==> config.mk <==
export PLATFORM = sky130hd
export DESIGN_NAME = fetch_unit
export DESIGN_NICKNAME = d
export VERILOG_FILES = /design/src/rtl/rv_pkg.sv /design/src/rtl/fetch_queue.sv /design/src/rtl/fetch_unit.sv
export SDC_FILE = /design/constraint.sdc
export NUM_CORES = 1
export LEC_CHECK = 0
export BUFFER_PORTS_ARGS = -buffer_cell sky130_fd_sc_hd__buf_2
export CORE_AREA = 2 2 176 144
export CTS_CLUSTER_SIZE = 28
export DETAILED_ROUTE_END_ITERATION = 8
export DIE_AREA = 0 0 178 146
export PLACE_DENSITY = 0.75
export SETUP_SLACK_MARGIN = 0.4
export SYNTH_ARGS = -nofsm -noshare
export SYNTH_HDL_FRONTEND = slang
export SYNTH_SLANG_ARGS = --single-unit
==> constraint.sdc <==
create_clock -name clk -period 7.7 [get_ports clk]
set_clock_uncertainty 0.05 [all_clocks]
set_input_delay 0.385 -clock clk [delete_from_list [all_inputs] [get_ports clk]]
set_output_delay 0.385 -clock clk [all_outputs]
set_load 0.05 [all_outputs]
==> src/rtl/rv_pkg.sv <==
// Shared RISC-V core types.
// Fetch-stage bundle and FSM encoding.
package rv_pkg;

  localparam int XLEN = 32;
  localparam logic [XLEN-1:0] RV_NOP = 32'h0000_0013;

  typedef struct packed {
    logic [XLEN-1:0] pc;
    logic [XLEN-1:0] instr;
  } fetch_entry_t;

  typedef enum logic {
    FETCH = 1'b0,
    HALT  = 1'b1
  } fetch_state_t;

endpackage

==> src/rtl/fetch_queue.sv <==
// Circular fetch buffer of fetch_entry_t.
// Flush empties it; push and pop may coincide.
module fetch_queue
  import rv_pkg::*;
#(
  parameter int QDEPTH = 2,
  localparam int AW = $clog2(QDEPTH)
) (
  input  logic         clk,
  input  logic         reset,
  input  logic         flush,
  input  logic         push,
  input  logic         pop,
  input  fetch_entry_t wdata,
  output fetch_entry_t rdata,
  output logic [AW:0]  count
);

  fetch_entry_t mem [QDEPTH];
  logic [AW-1:0] wr_ptr;
  logic [AW-1:0] rd_ptr;

  assign rdata = mem[rd_ptr];

  // Pointers and occupancy; flush drops everything.
  always_ff @(posedge clk) begin
    if (reset || flush) begin
      wr_ptr <= '0;
      rd_ptr <= '0;
      count  <= '0;
    end else begin
      if (push) wr_ptr <= wr_ptr + 1'b1;
      if (pop)  rd_ptr <= rd_ptr + 1'b1;
      unique case ({push, pop})
        2'b10:   count <= count + 1'b1;
        2'b01:   count <= count - 1'b1;
        default: count <= count;
      endcase
    end
  end

  // Entry storage; contents need no reset.
  always_ff @(posedge clk) begin
    if (push && !flush && !reset) mem[wr_ptr] <= wdata;
  end

endmodule

==> src/rtl/fetch_unit.sv <==
// Instruction-fetch stage: PC, fault FSM,
// fetch queue and decode handshake.
module fetch_unit
  import rv_pkg::*;
#(
  parameter logic [31:0] RESET_PC = 32'h0000_0000,
  parameter int IMEM_DEPTH = 512,
  parameter int QDEPTH = 2
) (
  input  logic        clk,
  input  logic        reset,
  output logic [31:0] imem_pc,
  input  logic [31:0] imem_instr,
  input  logic        redirect_valid,
  input  logic [31:0] redirect_pc,
  output logic        id_valid,
  input  logic        id_ready,
  output logic [31:0] id_instr,
  output logic [31:0] id_pc,
  output logic [31:0] id_pc_plus4,
  output logic        fetch_fault
);

  localparam int AW = $clog2(QDEPTH);
  localparam int CW = AW + 1;
  localparam logic [CW-1:0] QFULL = CW'(QDEPTH);
  localparam logic [29:0] DEPTH_W = 30'(IMEM_DEPTH);

  logic [31:0]   pc;
  fetch_state_t  state, state_nx;
  fetch_entry_t  head;
  fetch_entry_t  wentry;
  logic [CW-1:0] count;
  logic          pc_bad;
  logic          enq;
  logic          deq;
  logic [31:0]   hold_instr;
  logic [31:0]   hold_pc;
  logic [31:0]   hold_plus4;

  assign imem_pc  = pc;
  assign pc_bad   = (pc[1:0] != 2'b00) ||
                    (pc[31:2] >= DEPTH_W);
  assign id_valid = (count != '0);
  assign deq      = id_valid && id_ready &&
                    !redirect_valid;
  assign enq      = !pc_bad && (state == FETCH) &&
                    !redirect_valid &&
                    ((count != QFULL) || deq);
  assign wentry   = '{pc: pc, instr: imem_instr};

  fetch_queue #(.QDEPTH(QDEPTH)) u_q (
    .clk   (clk),
    .reset (reset),
    .flush (redirect_valid),
    .push  (enq),
    .pop   (deq),
    .wdata (wentry),
    .rdata (head),
    .count (count)
  );

  // PC: redirect beats sequential advance.
  always_ff @(posedge clk) begin
    if (reset) begin
      pc <= RESET_PC;
    end else if (redirect_valid) begin
      pc <= redirect_pc;
    end else if (enq) begin
      pc <= pc + 32'd4;
    end
  end

  // Fault state register.
  always_ff @(posedge clk) begin
    if (reset) state <= FETCH;
    else       state <= state_nx;
  end

  // Halt on a bad PC; only a redirect resumes.
  always_comb begin
    state_nx = state;
    unique case (state)
      FETCH: if (!redirect_valid && pc_bad) state_nx = HALT;
      HALT:  if (redirect_valid)            state_nx = FETCH;
      default: state_nx = FETCH;
    endcase
  end

  assign fetch_fault = (state == HALT);

  // Remember last head so outputs hold when empty.
  always_ff @(posedge clk) begin
    if (reset) begin
      hold_instr <= '0;
      hold_pc    <= '0;
      hold_plus4 <= '0;
    end else if (id_valid) begin
      hold_instr <= head.instr;
      hold_pc    <= head.pc;
      hold_plus4 <= head.pc + 32'd4;
    end
  end

  assign id_instr    = id_valid ? head.instr : hold_instr;
  assign id_pc       = id_valid ? head.pc : hold_pc;
  assign id_pc_plus4 = id_valid ? head.pc + 32'd4
                                : hold_plus4;

endmodule

==> impl_metrics.toml, run 1 <==
[sta]
slew_headroom_pct = 18.6
timing.final.crit_share_pct = 56.9
period_needed_ns = 4.38
setup_viol = 0
hold_ws_ns = 0.0417
tns_ns = 0
rsz0062_at_grt = "no"
finalHoldViolations = 0
drv_slew = 0
tightest_slew_ns = 1.22
fmax_mhz = 228

[floorplan]
io_pins = 198
start_util_pct = 44.8
die-width_um = 178
fp.coreArea_um2 = 24100
die_h_um = 146
dieArea_um2 = 26000
rows = 51

[routing]
drtIter0Drc = 625
viasPerCell = 5.27
vias = 7933
drt-pass1-iter-count = 5
wl_per_cell_um = 17.2
drc = 0
drt_wl_total_um = 25900
ant_nets = 0

[clocking]
clk_pin_slew_worst_paths_ns = 0.06
cts-resized-gates = 0
post-cts-setup-buffer-count = 0
tritoncts = "yes"
cts_sinks = 262
clockRootBuffer = "clkbuf_16"
htree_levels = 1
clock_latency_ns = 0.53
numCtsBuffers = 28
postCtsHoldBufs = 32
clockBufferDepth = 3

[synthesis]
yosysWarnings = 0
netlist_instances = 958
synth_seq_cells = 262
ys_types = 60
syn_area_um2 = 10800
ys_async_sr_fraction_pct = 0
synth_edf_count = 128
yosys_most_used_dff = "dfxtp_1"
synth.avg_cell_area_um2 = 11.2
ys_seq_area_share_pct = 60.6
syn_nets = 1029

[layout]
antenna_cells = 0
utilization_pct = 54.8
syn2layout_area_growth_pct = 22.3
register_area_um2 = 6530
final_nets = 1239
fin_cells = 1506
fillCellCount = 2032
layout-drive-gt1-share_pct = 21.7
multi_input_area_um2 = 3960

[min_path]
worstHoldPathType = "in2reg"

[placed_design]
hpwlAfterDp_um = 17500
placed_cells_incl_taps = 1424
gp_congestion = 0.815
port_buffers = 197

[critical_path]
critical-path-slowest-cell = "clkinv_2"
worst-endpoint-arrival_ns = 3.95
path_cells = "nor2_4, buf_4, clkinv_2, buf_4, nand3_1, a31oi_1, a41oi_1, nand3_1, buf_2"
critical_path_class = "reg2out"
crit_family = "buffers and inverters"
crit_path_start_kind = "flip-flop"
path_buf_inv = 4
endpoint_kind = "output pin"
cp_max_fo = 91
worst_path_largest_cell_delay_ns = 0.78
cp.required_ns = 7.26

[job]
maxCapViolations = 0

[run_status]
status = "finished clean"

[global_routing]
grtUsageTotal_pct = 19.4
antenna_found_initial = 0
grt_overflow_total = 0
grt_pass1_vias = 7319
grt_max_degree = 92
grt_pass1_wl_um = 39800

[power_and_ir_drop]
p_total_mw = 2.94
ir_drop_mv = 0.153
leakagePower_nw = 5.14
p_per_area_nw_per_um2 = 223
-- cells by family (layout without fill, tap and decap cells) --
group                      Yosys count  count (layout)  synth area share [%]
xor gates and xnor gates            20              20                  1.63
and+or+nand+nor                    355             355                  16.8
adders and majority gates            3               3                 0.348
DFF                                262             262                  60.6
AOI/OAI and AO/OA                  149             149                  8.76
muxes                               97              97                  9.05
buffers and inverters               72             302                  2.87
-- cell type report --
cell class                      count  area share, %
Tap cell                          318           3.02
Clock buffer                       43           6.06
Clock inverter                      7          0.475
Multi-Input combinational cell    624           30.0
Sequential cell                   262           49.6
Inverter                           15          0.437
Timing Repair Buffer              237           10.4
-- synthesized netlist by cell type (all sizes together), types with 2 or more instances --
cell type,instances,share of area (%)
or3,2,0.12
nand2b,2,0.12
or4,2,0.14
buf,17,0.95
nor2,93,3.2
a22oi,2,0.14
mux2,3,0.31
o31ai,3,0.21
a211o,2,0.16
a21oi,36,1.7
edfxtp,128,36
and3,2,0.12
nor3,20,0.98
inv,14,0.49
mux2i,94,8.7
nor4b,3,0.24
o22ai,6,0.35
nor3b,3,0.21
clkbuf,40,1.4
xor2,7,0.57
and4,4,0.33
nand3b,6,0.42
nand4,13,0.89
nand4b,6,0.63
o21a,14,0.98
nand2,85,3.0
nand3,24,1.1
o21ai,46,2.1
a221oi,2,0.16
a211oi,16,1.3
xnor2,13,1.1
nor4,13,0.75
a21o,3,0.21
a31oi,6,0.35
a41oi,2,0.16
ha,3,0.35
o211ai,4,0.28
nor2b,73,4.2
dfxtp,134,25
-- registers in the layout (all words and copies together) (netlist names), named ones only --
name         cells
hold_pc         32
imem_pc         32
fetch_fault      1
u_q.mem        128
hold_plus4      32
u_q.count        2
u_q.wr_ptr       1
hold_instr      32
u_q.rd_ptr       1
-- layer usage --
metal	track usage, %	wire length, µm	vias to the layer above
met5	0	0	-
met4	4.80	558	0
met3	3.45	1780	35
met2	28.1	11000	260
met1	29.8	12600	3784
li1	-	-	3854
-- placed cells by master, fill, tap and decap left out, types with 4 or more instances in the layout --
cell           instances
clkinv_2               5
nor4_1                13
mux2i_1               94
dlygate4sd3_1         32
o22ai_1                6
a21oi_1               35
o211ai_1               4
o21a_1                14
nor2b_1               73
nand3b_1               6
xor2_1                 7
xnor2_1               13
and4_1                 4
nor2_1                92
nand4b_1               5
edfxtp_1             128
buf_2                196
nand3_1               24
o21ai_0               46
clkbuf_16             29
a211oi_1              13
a31oi_1                6
nand2_1               85
nand4_1               12
nor3_1                17
clkbuf_1              12
dfxtp_1              133
buf_4                  9
inv_1                 14
-- report_power, final --
part           switching, mW  total, mW  internal (mW)
clock                  0.520       1.26          0.743
sequential            0.0235       1.50           1.48
combinational          0.118      0.173         0.0551
-- worst register-to-register path: stages, from the launching register on --
cell      delay [ns]
dfxtp_1         0.38
nor2_4          0.12
buf_4           0.63
clkinv_2        0.89
buf_4           0.59
nand3_1         0.17
a31oi_1         0.05
a41oi_1         0.22
a31oi_1         0.10
-- through the flow --
stage	setup WS, ns	area, µm²
after global placement	3.97	12000
after global routing	3.00	13200
after CTS	3.35	13200
after detailed placement	3.91	12000
final	3.32	13200
after floorplan	1.31	10800
-- final timing paths --
kind | from | cells past startpoint | slack, ns | to
max | u_q.count[1]$_SDFFE_PP0P_ | 9 | 3.32 | id_pc_plus4[14]
min | redirect_pc[14] | 3 | 0.04 | imem_pc[14]$_SDFFE_PP0P_
max reg2reg | u_q.count[1]$_SDFFE_PP0P_ | 8 | 4.35 | hold_plus4[14]$_SDFF_PP0_
min reg2reg | hold_plus4[3]$_SDFF_PP0_ | 2 | 0.41 | hold_plus4[3]$_SDFF_PP0_
Power figures use the tool's default switching activity.
==> inputs of run 2 (changes only) <==
==> constraint.sdc (replaced) <==
create_clock -name clk -period 4.53 [get_ports clk]
set_clock_uncertainty 0.05 [all_clocks]
set_input_delay 0.2265 -clock clk [delete_from_list [all_inputs] [get_ports clk]]
set_output_delay 0.2265 -clock clk [all_outputs]
set_load 0.05 [all_outputs]
==> run 2 against run 1 <==
Against the previous run: clock power grew 59%; worst setup slack lost 2.6 ns; highest routed layer unchanged; non-clock buffer count grew 34; wire length grew 1.8%; combinational power grew 82%; clock-buffer cell count shrank 4; critical path depth is the same; utilization grew 1.2 points; sequential share of layout area shrank 1.1 points.
==> impl_metrics.toml, run 2 (same netlist as run 1, synthesis figures left out) <==
[min_path]
worstHoldPathType = "in2reg"
holdPathStages = 4
min_from = "redirect_pc[8]"
min_to = "imem_pc[8]$_SDFFE_PP0P_"

[placed_design]
port_buffers = 197
hpwlAfterDp_um = 17700
gp_congestion = 0.854

[clocking]
htree_levels = 1
numCtsBuffers = 27
clock_latency_ns = 0.53
cts_sinks = 262
clockRootBuffer = "clkbuf_16"
clk_pin_slew_worst_paths_ns = 0.06
tritoncts = "yes"
clockBufferDepth = 3
post-cts-setup-buffer-count = 0

[sta]
tns_ns = 0
rsz0062_at_grt = "no"
finalHoldViolations = 0
period_needed_ns = 3.84
fmax_mhz = 260
setup_viol = 0
slew_headroom_pct = 30.8
tightest_slew_ns = 1.04
drv_slew = 0
timing.final.crit_share_pct = 84.8

[critical_path]
path_cells = "mux2i_1, inv_1, ha_1, inv_1, a211oi_4, nand4_4, o31a_1, o31ai_1, buf_2"
rr_worst_depth = 5
crit_path_start_kind = "flip-flop"
r2r_end = "u_q.mem[0][0]$_DFFE_PP_"
crit_top_cell = "inv_1"
path_buf_inv = 3
endpoint_kind = "output pin"
timing.rr.start = "imem_pc[31]$_SDFFE_PP0P_"
worst_path_largest_cell_delay_ns = 0.84
reg2reg_slack_ns = 1.59
worst-endpoint-arrival_ns = 3.57
critical-path-slowest-cell = "dfxtp_4"
crit_family = "compound AO/OA/AOI/OAI gates"
cp.required_ns = 4.25
critical_path_class = "reg2out"
cp_max_fo = 56

[layout]
mostFrequentLayoutCell = "buf_2"
antenna_cells = 0
final_cell_mix = "196 x buf_2, 133 x dfxtp_1, 128 x edfxtp_1, 94 x mux2i_1, 92 x nor2_1"
final_nets = 1272
syn2layout_area_growth_pct = 24.9
layout-drive-gt1-share_pct = 21.3
largest-register = "u_q.mem"
largest_reg_flops = 128

[run_status]
status = "finished clean"

[routing]
ant_nets = 0
viasPerCell = 5.27
drc = 0
drt_wl_total_um = 26400
drtIter0Drc = 646
wl_per_cell_um = 17.1
drt-pass1-iter-count = 6
vias = 8110

[global_routing]
grtUsageTotal_pct = 20.0
antenna_found_initial = 0
grt_pass1_wl_um = 41200
grt_max_degree = 91
grt_pass1_vias = 7741
grt_overflow_total = 0

[power_and_ir_drop]
ir_drop_mv = 0.273
p_per_area_nw_per_um2 = 362
p_total_mw = 4.87
leakagePower_nw = 5.28

[floorplan]
start_util_pct = 44.8
io_pins = 198
die_h_um = 146
dieArea_um2 = 26000
die-width_um = 178
fp.coreArea_um2 = 24100
rows = 51

[job]
maxCapViolations = 0
[run 2: cell count changes in the layout (fill, tap and decap cells not counted)]
cell	delta
buf_12	+1
buf_4	+1
bufinv_16	-1
clkbuf_1	-2
clkbuf_16	-2
clkinv_1	+1
clkinv_2	+4
dlygate4sd3_1	+32
inv_6	-1
nor3_2	-2
nor3_4	+2
[run 2: layer usage]
| metal | vias up | share of wire (%) | track usage (%) |
|---|---|---|---|
| met5 | - | 0 | 0 |
| met4 | 0 | 2.6 | 5.74 |
| met3 | 45 | 7.2 | 4.10 |
| met2 | 274 | 42 | 29.6 |
| met1 | 3853 | 48 | 29.4 |
| li1 | 3938 | - | - |
[run 2: final cells by class]
cell class	instances	area [µm²]
flip-flops and latches	262	6530
multi-input cells	624	3970
inverters	15	57.6
well taps	318	398
fillers	2055	10600
repair buffers	271	1720
clock buffers	39	741
clock inverters	10	47.5
[run 2: report_power, final]
part | switching (mW) | total [mW] | internal, mW
clock | 0.872 | 2.00 | 1.13
sequential | 0.0405 | 2.55 | 2.51
combinational | 0.204 | 0.315 | 0.112
total | 1.12 | 4.87 | 3.75
[run 2: how the worst max path moves through the flow]
stage                                          to                      from  depth (start not counted)
after floorplan           u_q.mem[0][0]$_DFFE_PP_  imem_pc[27]$_SDFFE_PP0P_                          4
after global placement            id_pc_plus4[28]                 flip-flop                          8
after detailed placement          id_pc_plus4[28]                 flip-flop                          9
after CTS                         id_pc_plus4[28]                 flip-flop                          9
after global routing              id_pc_plus4[28]                 flip-flop                          9
final                             id_pc_plus4[28]                 flip-flop                          9
[run 2: worst reg2reg max path, cell delays in order (launching register included)]
cell     delay, ns
dfxtp_1       0.38
nor4_1        0.37
nand4_1       0.46
or3_1         0.64
nor3_4        0.22
buf_4         0.43
[run 2: through the flow]
step / instances / worst slack [ns] / hold slack [ns] / instance area (µm²) / utilization (%)
2_1_floorplan: 958 / 0.116 / 0.275 / 10800 / -
3_3_place_gp: 1426 / 1.24 / 0.364 / 12000 / 50.0
3_5_place_dp: 1426 / 1.21 / 0.369 / 12000 / 50.0
4_1_cts: 1539 / 0.643 / 0.0219 / 13500 / 55.9
5_1_grt: 1539 / 0.404 / 0.128 / 13500 / 55.9
6_report: 1539 / 0.686 / 0.0424 / 13500 / 55.9
[run 2: what timing repair did]
action                                  in CTS  in global routing
resized for setup                            0                  0
endpoints found under the setup margin       0                  0
endpoints found under the hold margin       96                  0
hold buffers                                64                  0
